<file path="src/rtl/gray_pkg.sv">
// Shared types and helpers for the Gray-count receive checker.
// Also hosts the generic Gray-to-binary decode function.
package gray_pkg;

  localparam int GRAY_CBITS_DEFAULT = 18;

  typedef enum logic [1:0] {
    UNLOCKED = 2'd0,
    ACQUIRE  = 2'd1,
    LOCKED   = 2'd2
  } gray_rx_state_t;

  // Callers zero-extend narrower counts; upper zeros leave low bits intact.
  function automatic logic [63:0] gray2bin(input logic [63:0] g);
    logic [63:0] b;
    b[63] = g[63];
    for (int i = 62; i >= 0; i--) begin
      b[i] = b[i+1] ^ g[i];
    end
    return b;
  endfunction

endpackage

</file>
<file path="src/rtl/gray_rx_checker_gray_to_bin.sv">
// Combinational W-bit Gray-to-binary decoder (W up to 64).
// Thin wrapper around gray_pkg::gray2bin.
module gray_to_bin
  import gray_pkg::*;
#(
  parameter int W = GRAY_CBITS_DEFAULT
) (
  input  logic [W-1:0] gray,
  output logic [W-1:0] bin
);

  assign bin = W'(gray2bin(64'(gray)));

endmodule

</file>
<file path="config.mk">
export PLATFORM = sky130hd
export DESIGN_NAME = gray_to_bin
export DESIGN_NICKNAME = d
export VERILOG_FILES = /design/src/rtl/gray_pkg.sv /design/src/rtl/gray_rx_checker_gray_to_bin.sv
export SDC_FILE = /design/constraint.sdc
export NUM_CORES = 1
export LEC_CHECK = 0
export BUFFER_PORTS_ARGS = -buffer_cell sky130_fd_sc_hd__buf_2
export CAP_MARGIN = 20
export CORE_AREA = 5 5 42 44
export DETAILED_ROUTE_END_ITERATION = 10
export DIE_AREA = 0 0 47 49
export PLACE_DENSITY = 0.71
export SYNTH_ARGS = -nofsm -noshare
export SYNTH_HDL_FRONTEND = slang
export SYNTH_SLANG_ARGS = --single-unit
</file>
<file path="constraint.sdc">
create_clock -name vclk -period 1.9
set_input_delay 0.19 -clock vclk [all_inputs]
set_output_delay 0.19 -clock vclk [all_outputs]
set_load 0.005 [all_outputs]
</file>
==> results.yml <==
global_routing:
  grt_overflow_total: 0
  first_global_vias: 368
  antenna_found_initial: 0
  grt_pass1_wl_um: 1311
  grt_usage: 0.06916
  grt_max_degree: 5
yosys:
  synth_compound_area_frac: 0
  syn_area_um2: 330.3
  synthSimpleGateAreaFrac: 0
  synth_xor_area_frac: 0.9432
  synthMuxAreaShare: 0
  synth_top_area_share: 0.4508
  yosysTopAreaCell: "xnor2_1"
  ys_warn_count: 0
  synth-seq-area-share: 0
  syn_avg_cell_area_um2: 10.01
  synth_top_family_by_area: "XOR/XNOR gates"
  ys_top_cells_by_area: "xnor2_1 45%, xor2_1 21%, xnor2_4 8.3%"
  synth_cell_types: 8
  synth_nets: 51
  synthAdderAreaFrac: 0
  syn_inst: 33
place:
  io_buffers: 36
  routabilityCongestion: 0.6397
  post-place-ws_ns: -0.07332
  dp_hpwl_um: 803.2
power:
  powerDensity_nw_per_um2: 984.8
  power_leakage_nw: 0.3296
  max-vdd-ir-drop_uv: 482.3
finish:
  fillers: 144
  seq_area_um2: 0
  multiInputGateArea_um2: 352.8
  layout.nets: 95
  final_cell_mix: "34 x buf_2, 15 x xnor2_1, 7 x buf_4"
  layout_commonest_cell: "buf_2"
  num-clock-buffers: 0
  drive_above_1_share: 0.6800
  diodes: 0
  synthToLayoutAreaGrowth_pct: 91.67
  design.seq.count: 0
worst_setup_path:
  startpoint: "gray[15]"
  critPathKind: "in2out"
  endpoint: "bin[4]"
  cp_max_fo: 4
  cp-start-kind: "input port"
  crit_required_ns: 1.71
  worst_setup_path_end_kind: "output pin"
  cp.arrival_ns: 1.69
die:
  fp.coreArea_um2: 1401
  die_area_um2: 2303
  die_x_um: 47
  io_pins: 36
  initial_core_util: 0.2357
  rows: 14
  die_h_um: 49
timing:
  worst_slew_pin_slew_ns: 0.4117
  maxSlewViolCount: 0
  post-route-period-util: 0.9888
  fin_ws_ns: 0.02126
  setup_viol: 0
  relSlewSlack: 0.7236
  max_freq_ghz: 0.5323
  hold_viol_final: 0
  fin_tns_setup_ns: 0
  min_period_ns: 1.879
  rsz0062_at_grt: "yes"
  hold_slack_ns: 0.5962
detailed_routing:
  wl_per_cell_um: 9.967
  drt_iter0_markers: 0
  viasPerCell: 3.879
  drc_errors: 0
  drtAntennaViolNets: 0
  wl_um: 907
  vias: 353
  drt-pass1-iter-count: 1
min_path:
  hold_path.class: "in2out"
clocking:
  cts_hold_buf: 0
job:
  max_cap_viol_count: 0
outcome:
  status: "finished, final reports clean"
-- Yosys cell counts --
cell / count
buf_4: 1
xnor2_2: 1
xor3_2: 1
inv_1: 3
xnor3_2: 1
xor2_1: 8
xnor2_1: 17
xnor2_4: 1
-- worst max-delay path: stages --
cell,delay [ns]
buf_8,0.11
xnor2_4,0.18
xor3_2,0.36
xnor3_2,0.34
xnor2_4,0.23
xor2_1,0.16
buf_2,0.13
-- metal layers --
metal	vias up	wire [um]	share of wire	track usage
li1	180	-	-	-
met1	149	281	0.31	0.06416
met2	24	475	0.52	0.1471
met3	0	149	0.16	0.01476
met4	0	0	0	0
met5	-	0	0	0
-- stage by stage --
step                cell area (um2)  utilization  cells  power, mW
floorplan                     330.3            -     33     0.3367
global placement              560.5       0.4000     89     0.5788
detailed placement            560.5       0.4000     89     0.5927
CTS                           614.3       0.4384     89     0.6166
global route                  633.1       0.4518     91     0.6844
finish                        633.1       0.4518     91     0.6235
-- where the power goes --
part           switching (mW)  internal (mW)  total [mW]
logic                   0.267          0.356       0.623
registers                   0              0           0
clock network               0              0           0
-- kinds of logic after synthesis --
family | Yosys count
XOR/XNOR | 29
buffers and inverters | 4
-- timing repair --
| item | 4_1_cts | 5_1_grt |
|---|---|---|
| pin swaps | 7 | 3 |
| setup buffers | 0 | 2 |
| gates resized for setup | 8 | 1 |
| endpoints found under the setup margin | 4 | 4 |
-- final cells by class --
cell class / count / share of cell area
multi-input combinational: 29 / 0.5573
timing repair buffer: 43 / 0.3933
tap: 16 / 0.03162
inverter: 3 / 0.01779
-- worst min path at each step --
stage | start | to | slack (ns) | cells after the start
after CTS | gray[17] | bin[17] | 0.60 | 2
after global routing | gray[17] | bin[17] | 0.61 | 2
after global placement | gray[17] | bin[17] | 0.59 | 2
after detailed placement | gray[17] | bin[17] | 0.60 | 2
after floorplan | gray[4] | bin[4] | 0.44 | 1
final | gray[17] | bin[17] | 0.60 | 2
No activity file was read; power rests on OpenSTA's default activity.
